--- src/rtl/clk_div_multi.sv ---
// clk_div_multi
//   Multi-channel programmable clock-enable / divided-clock generator.
//   Each channel owns a shadow {period, high} written from the config port,
//   and an active {period, high} used by its counter. The active copy only
//   changes at a period boundary (or while the channel is idle), so
//   reprogramming never produces a runt pulse.
//
// Optional feature macro: CLK_DIV_PHASE_SYNC_EN
//   When defined, adds the 'sync' input. A sync pulse restarts every enabled
//   channel at cnt=0 with its shadow configuration loaded, phase-aligning all
//   channels.
//
// Ports
//   clk        system clock, rising edge
//   rst        synchronous active-high reset
//   en         per-channel run enable (level)
//   wr_en      configuration write strobe
//   wr_ch      channel addressed by the write
//   wr_period  new period in clk cycles (0 is rejected)
//   wr_high    new high time in clk cycles
//   sync       phase-realign strobe (CLK_DIV_PHASE_SYNC_EN only)
//   wr_err     one-cycle pulse after a rejected write
//   clk_out    divided clock per channel
//   tick       one-cycle strobe on the last cycle of each period

// One divider channel: shadow/active configuration, counter, registered outputs.
module clk_div_ch #(
    parameter int CNT_W      = 25,
    parameter int DEF_PERIOD = 20000000,
    parameter int DEF_HIGH   = 10000000
) (
    input  logic             clk,
    input  logic             rst,
    input  logic             en,
    input  logic             sync,
    input  logic             wr,
    input  logic [CNT_W-1:0] wr_period,
    input  logic [CNT_W-1:0] wr_high,
    output logic             clk_out,
    output logic             tick
);
    localparam logic [CNT_W-1:0] RST_PERIOD = CNT_W'(DEF_PERIOD);
    localparam logic [CNT_W-1:0] RST_HIGH   = CNT_W'(DEF_HIGH);
    localparam logic [CNT_W-1:0] ONE        = CNT_W'(1);

    logic [CNT_W-1:0] sh_period_q, sh_period_d;
    logic [CNT_W-1:0] sh_high_q, sh_high_d;
    logic [CNT_W-1:0] act_period_q, act_period_d;
    logic [CNT_W-1:0] act_high_q, act_high_d;
    logic [CNT_W-1:0] cnt_q, cnt_d;
    logic             run_q, run_d;
    logic             clk_out_q, clk_out_d;
    logic             tick_q, tick_d;
    logic             restart;

    always_comb begin
        sh_period_d  = sh_period_q;
        sh_high_d    = sh_high_q;
        act_period_d = act_period_q;
        act_high_d   = act_high_q;
        cnt_d        = cnt_q + ONE;
        run_d        = en;

        if (wr) begin
            sh_period_d = wr_period;
            sh_high_d   = wr_high;
        end

        // A period starts fresh on enable rise, on sync, or at the natural wrap.
        // The active copy is loaded from the registered shadow, so a write on
        // the same edge only takes effect at the following boundary.
        restart = !run_q || sync || (cnt_q == act_period_q - ONE);

        if (!en || restart) begin
            cnt_d        = '0;
            act_period_d = sh_period_q;
            act_high_d   = sh_high_q;
        end

        // Outputs are derived from next-state values so they line up with cnt.
        clk_out_d = en && (cnt_d < act_high_d);
        tick_d    = en && (cnt_d == act_period_d - ONE);
    end

    always_ff @(posedge clk) begin
        if (rst) begin
            sh_period_q  <= RST_PERIOD;
            sh_high_q    <= RST_HIGH;
            act_period_q <= RST_PERIOD;
            act_high_q   <= RST_HIGH;
            cnt_q        <= '0;
            run_q        <= 1'b0;
            clk_out_q    <= 1'b0;
            tick_q       <= 1'b0;
        end else begin
            sh_period_q  <= sh_period_d;
            sh_high_q    <= sh_high_d;
            act_period_q <= act_period_d;
            act_high_q   <= act_high_d;
            cnt_q        <= cnt_d;
            run_q        <= run_d;
            clk_out_q    <= clk_out_d;
            tick_q       <= tick_d;
        end
    end

    assign clk_out = clk_out_q;
    assign tick    = tick_q;
endmodule

module clk_div_multi #(
    parameter int NUM_CH     = 4,
    parameter int CNT_W      = 25,
    parameter int CH_W       = 2,
    parameter int DEF_PERIOD = 20000000,
    parameter int DEF_HIGH   = 10000000
) (
    input  logic              clk,
    input  logic              rst,
    input  logic [NUM_CH-1:0] en,
    input  logic              wr_en,
    input  logic [CH_W-1:0]   wr_ch,
    input  logic [CNT_W-1:0]  wr_period,
    input  logic [CNT_W-1:0]  wr_high,
`ifdef CLK_DIV_PHASE_SYNC_EN
    input  logic              sync,
`endif
    output logic              wr_err,
    output logic [NUM_CH-1:0] clk_out,
    output logic [NUM_CH-1:0] tick
);
    logic              wr_ok;
    logic              wr_err_q, wr_err_d;
    logic [NUM_CH-1:0] ch_wr;
    logic              sync_i;

`ifdef CLK_DIV_PHASE_SYNC_EN
    assign sync_i = sync;
`else
    assign sync_i = 1'b0;
`endif

    always_comb begin
        wr_ok    = wr_en && (int'(wr_ch) < NUM_CH) && (wr_period != '0);
        wr_err_d = wr_en && !wr_ok;
        ch_wr    = '0;
        for (int i = 0; i < NUM_CH; i++) begin
            ch_wr[i] = wr_ok && (int'(wr_ch) == i);
        end
    end

    always_ff @(posedge clk) begin
        if (rst) begin
            wr_err_q <= 1'b0;
        end else begin
            wr_err_q <= wr_err_d;
        end
    end

    assign wr_err = wr_err_q;

    for (genvar i = 0; i < NUM_CH; i++) begin : g_ch
        clk_div_ch #(
            .CNT_W      (CNT_W),
            .DEF_PERIOD (DEF_PERIOD),
            .DEF_HIGH   (DEF_HIGH)
        ) u_ch (
            .clk       (clk),
            .rst       (rst),
            .en        (en[i]),
            .sync      (sync_i),
            .wr        (ch_wr[i]),
            .wr_period (wr_period),
            .wr_high   (wr_high),
            .clk_out   (clk_out[i]),
            .tick      (tick[i])
        );
    end
endmodule
--- config.mk ---
export PLATFORM = sky130hd
export DESIGN_NAME = clk_div_multi
export DESIGN_NICKNAME = d
export VERILOG_FILES = /design/src/rtl/clk_div_multi.sv
export SDC_FILE = /design/constraint.sdc
export NUM_CORES = 1
export LEC_CHECK = 0
export CORE_MARGIN = 2
export CORE_UTILIZATION = 40
export CTS_CLUSTER_DIAMETER = 60
export CTS_CLUSTER_SIZE = 14
export DETAILED_ROUTE_END_ITERATION = 10
export PLACE_DENSITY = 0.6
export SYNTH_ARGS = -nofsm -noshare
export SYNTH_HDL_FRONTEND = slang
export SYNTH_SLANG_ARGS = --single-unit
--- constraint.sdc ---
create_clock -name clk -period 13.49 [get_ports clk]
set_input_delay 2.0235 -clock clk [delete_from_list [all_inputs] [get_ports clk]]
set_output_delay 2.0235 -clock clk [all_outputs]
set_load 0.05 [all_outputs]
Word level (Yosys, flattened, before mapping)
Index checks and enable logic that the tools add are counted.

Bits in registers: 513. Input bits: 59. Output and inout port bits: 9. Logic and storage cells: 105.

Add/subtract/negate cells: 12. Order comparisons: 4. Equal/unequal tests: 11. Mux-type cells: 12. Reductions and logical operators: 33.

Operators with widths (count): $mux W25 (12); $eq A25 B25 Y1 (8); $sub A25 B1 Y25 const B (8); $add A25 B1 Y25 const B (4); $lt A25 B25 Y1 (4); $reduce_bool A25 Y1 (1); $logic_and A1 B1 Y1 (14); $logic_not A1 Y1 (9); $logic_or A1 B1 Y1 (8); $eq A2 B2 Y1 const B (2); $eq A2 B1 Y1 const B (1); $logic_not A2 Y1 (1).

Depth between registers and ports, before layout
Depth after elaboration: 8. Mapped depth: 25. Depth with buffers taken out: 22.

Hierarchy
A second synthesis with hierarchy kept.

Cell total of the unflattened synthesis: 3460. Area total of the unflattened synthesis: 30274.0 um^2.

Modules (own cells, without submodules): clk_div_ch (g_ch[0].u_ch ...) (instances 3, cells each 854, area each 7532.2 um^2, sequential area each 2562.5 um^2); clk_div_ch (g_ch[3].u_ch) (instances 1, cells each 877, area each 7521.0 um^2, sequential area each 2562.5 um^2); clk_div_multi (instances 1, cells each 21, area each 156.4 um^2, sequential area each 20.0 um^2).

Worst setup path before layout
OpenSTA, ideal clock, no wires.

Path type: input to register. Start point: input port en[0]. End point: register g_ch[0].u_ch.tick_q. Setup time: 0.115 ns. Data arrival time: 5.854 ns. Required time: 13.375 ns. Setup slack: 7.521 ns. Stages: 17. Buffers on the path: 3. Path through: and2_1 o21ai_1 buf_2 buf_2 buf_1 nor2_1 a21oi_1 ha_1 nor3b_1 nand2_1 nor4_1 xnor3_1 o2111ai_1 or4_1 or3_1 a32o_1 a2111oi_0.

Word-level cells in the longest chain between the ends: 6. Elaborated cells between the ends (all ways): 7. Classes of those cells: add/sub (1); eq/ne (1); mux (2); reduce/logical (3).

Ends and longest elaborated chain: start, declared (RTL line 120) `input logic [NUM_CH-1:0] en,`; $logic_not A1 Y1 (RTL line 74) `if (!en || restart) begin`; $logic_or A1 B1 Y1 (RTL line 74); $mux W25 (RTL line 74); $sub A25 B1 Y25 (RTL line 82) `tick_d = en && (cnt_d == act_period_d - ONE);`; $eq A25 B25 Y1 (RTL line 82); $logic_and A1 B1 Y1 (*) (RTL line 82); end signal, assigned (RTL line 103) `tick_q <= tick_d;`; end, declared (RTL line 53) `logic tick_q, tick_d;`.

Every way passes the cells marked *; elsewhere a longest branch is shown, timed or not. A chain may end at the register's enable or synchronous reset.

Worst setup path in the final report
Start point: register g_ch[1].u_ch.act_period_q[2]. End point: register g_ch[1].u_ch.tick_q.

Word-level cells in the longest chain between the ends: 8. Elaborated cells between the ends (all ways): 9. Classes of those cells: add/sub (2); eq/ne (2); mux (2); reduce/logical (3).

Ends and longest elaborated chain: start, declared (RTL line 48) `logic [CNT_W-1:0] act_period_q, act_period_d;`; start signal, assigned (RTL line 98) `act_period_q <= act_period_d;`; $sub A25 B1 Y25 (RTL line 72) `restart = !run_q || sync || (cnt_q == act_period_q - ONE);`; $eq A25 B25 Y1 (RTL line 72); $logic_or A1 B1 Y1 (RTL line 72); $logic_or A1 B1 Y1 (RTL line 74); $mux W25 (RTL line 74); $sub A25 B1 Y25 (RTL line 82); $eq A25 B25 Y1 (*) (RTL line 82); $logic_and A1 B1 Y1 (*) (RTL line 82); end signal, assigned (RTL line 103); end, declared (RTL line 53).

Marks and branches as above.

==> flow_summary.yaml <==
outcome:
  status: "finished clean"
run:
  drv_cap: 0
global_routing:
  grt_antenna_before_repair: 2
  grt_max_degree: 129
  grt_first_pass_wirelength_um: 142000
  grt_pass1_vias: 23900
  grt_usage_pct: 24.1
  grt-ovfl-total: 0
routing:
  firstDrtPassIters: 5
  wirelength_um: 91800
  avgViaCountPerCell: 5.61
  vias: 25700
  ant_nets: 0
  drc: 0
  wl_per_cell_um: 20.0
  drt_iter0_markers: 2042
power:
  p_seq_share_pct: 48.6
  vdd_ir_drop_max_mv: 0.120
  p_leak_nw: 11.9
  clock_power_share_pct: 41.6
  powerDensity_mw_per_mm2: 104
  p_int_mw: 2.40
  power.switching_uw: 906
  combinationalPowerShare_pct: 9.8
  swShare_pct: 27.4
cells_and_area:
  final_nets: 3776
  layout-drive-gt1-share_pct: 4.16
  syn2layout_area_growth_pct: 8.93
  stdcell_area_mm2: 0.0318
  layout_common_cells: "nand2_1, dfxtp_1, nor2_1"
  layout_commonest_cell: "nand2_1"
  final_cell_count_no_fill: 4589
setup_path:
  reg2reg_slack_ns: 6.61
  critical_path_peak_fanout: 59
  critPathArrivalTime_ns: 7.41
  path_class: "flip-flop to flip-flop"
  reg2regPathDepth: 22
  crit_required_ns: 14.02
  end_kind: "flip-flop"
  startpoint_type: "flip-flop"
timing:
  finalSetupTns_ns: 0
  hold_viol: 0
  rsz0062_at_grt: "false"
  relSlewSlack_pct: 33.5
  setup_violations: 0
  finalClockSkew_ns: 0.0194
  fin_crit_sh_pct: 51.0
  report.final.slew_viol_count: 0
  worstMarginPinSlew_ns: 0.997
  fmax_mhz: 145
  period_needed_ns: 6.88
worst_hold_path:
  hp-class: "flip-flop to flip-flop"
  holdPathStages: 2
die:
  pin_count: 68
  die_w_um: 274
  core-area_mm2: 0.0726
  die_h_um: 274
  start_util_pct: 40.2
  rows: 99
  dieArea_mm2: 0.0752
synth:
  synth.distinct_cells: 86
  synth_seq_cells: 513
  syn_area_per_cell_um2: 7.87
  synth_nets: 3877
  ys_async_sr_fraction_pct: 0
  netlist_area_mm2: 0.0292
  synth_edf_count: 0
  synthFlopType: "dfxtp_1"
  ys_warn_count: 0
  synthCells: 3710
  seq_area_frac_synth_pct: 35.2
clocking:
  cts_buffers: 50
  clk_pin_slew_ns: 0.06
  post_cts_buffers: 0
  cts.sinks: 513
  cts_root_buf: "clkbuf_16"
  cts_resized: 0
  clkLatencyLatePin_ns: 0.62
  cts_hold_buf: 0
  tritoncts: "yes"
  clockBufferDepth: 3
  htree_levels: 2
placed_design:
  dp_hpwl_um: 66400
  place.port_buffers: 67
  placedCellCount: 4516
  dpl_cell_area_mm2: 0.0303
  gp_congestion: 0.917
-- area by class of cell --
class	instances	area, µm²
antenna	1	2.50
clock buffer	55	1320
tap	959	1200
sequential	513	10300
multi-input combinational	2906	17800
fill	7449	40800
clock inverter	17	170
inverter	45	171
timing repair buffer	93	871
-- sequential cells by signal (all words and copies together), names as in the netlist --
signal                  count
g_ch.u_ch.sh_high_q       100
g_ch.u_ch.tick              4
g_ch.u_ch.run_q             4
wr_err                      1
g_ch.u_ch.act_period_q    100
g_ch.u_ch.act_high_q      100
g_ch.u_ch.clk_out           4
g_ch.u_ch.sh_period_q     100
g_ch.u_ch.cnt_q           100
-- logic make-up (layout without fill, tap and decap cells) --
family	Yosys count	count (layout)	synth area share, %
simple gates	1765	1765	28.2
buf+inv	291	210	4.03
xor+xnor	368	368	11.5
fa+ha+maj	108	108	4.63
flops	513	513	35.2
compound gates	480	480	10.0
other cells	0	1	0
mux	185	185	6.40
-- critical path, stage by stage (launching register included) --
cell,delay (ns)
dfxtp_1,0.40
or4_1,0.67
nor4_1,0.63
o2111ai_1,0.19
or4b_1,0.50
nor4b_1,0.53
o2111ai_2,0.35
nand2_2,0.14
buf_4,0.50
nor2_1,0.10
a21oi_1,0.19
ha_1,0.26
nor4b_1,0.28
buf_4,0.20
and3_1,0.33
nor2b_1,0.24
nand2_1,0.09
xor2_1,0.17
xnor2_1,0.24
nand4_1,0.13
nor4_1,0.29
a31oi_1,0.09
nor4b_2,0.26
-- stage by stage --
step                      hold WS (ns)  total power, mW  worst slack (ns)  util, %
after detailed placement         0.449             1.96              6.69     41.8
after floorplan                  0.432             1.84              7.52        -
after global routing             0.474             3.42              5.81     43.8
after CTS                        0.458             3.32              6.68     43.8
final                            0.456             3.30              6.61     43.8
after global placement           0.443             1.96              6.81     41.8
-- power groups by stage --
stage | combinational (mW) | sequential (mW) | clock (mW)
after floorplan | 0.228 | 1.61 | 0
after global placement | 0.319 | 1.64 | 0
after detailed placement | 0.320 | 1.64 | 0
after CTS | 0.321 | 1.60 | 1.40
after global routing | 0.355 | 1.61 | 1.45
final | 0.325 | 1.60 | 1.37
-- routing by layer --
layer  part of all wire [%]  global-route usage [%]
met5                  0.012                       0
met4                    3.3                    8.27
met3                    6.1                    3.50
met2                     44                    38.0
met1                     46                    33.5
-- worst paths after layout --
check,end,startpoint
max,g_ch[1].u_ch.tick,g_ch[1].u_ch.act_period_q[2]
min,g_ch[2].u_ch.sh_high_q[24],g_ch[2].u_ch.sh_high_q[24]
max reg2reg,g_ch[1].u_ch.tick,g_ch[1].u_ch.act_period_q[2]
min reg2reg,g_ch[2].u_ch.sh_high_q[24],g_ch[2].u_ch.sh_high_q[24]
-- cells in the mapped netlist, types with 18 or more instances --
cell	n	area [µm²]
a21o_1	37	278
a21oi_1	239	1200
a31oi_1	22	138
and3_1	28	175
and4_1	18	158
buf_2	29	145
clkbuf_1	197	739
dfxtp_1	513	10300
ha_1	108	1350
inv_1	44	165
mux2i_1	174	1740
nand2_1	652	2450
nand2b_1	25	156
nand3_1	156	781
nand4_1	81	507
nor2_1	446	1670
nor2b_1	27	169
nor3_1	103	515
nor4_1	79	494
o21ai_0	63	315
or3_1	32	200
or4_1	26	195
xnor2_1	224	1960
xor2_1	134	1170
Note: power is estimated with default switching activity, not from simulation.
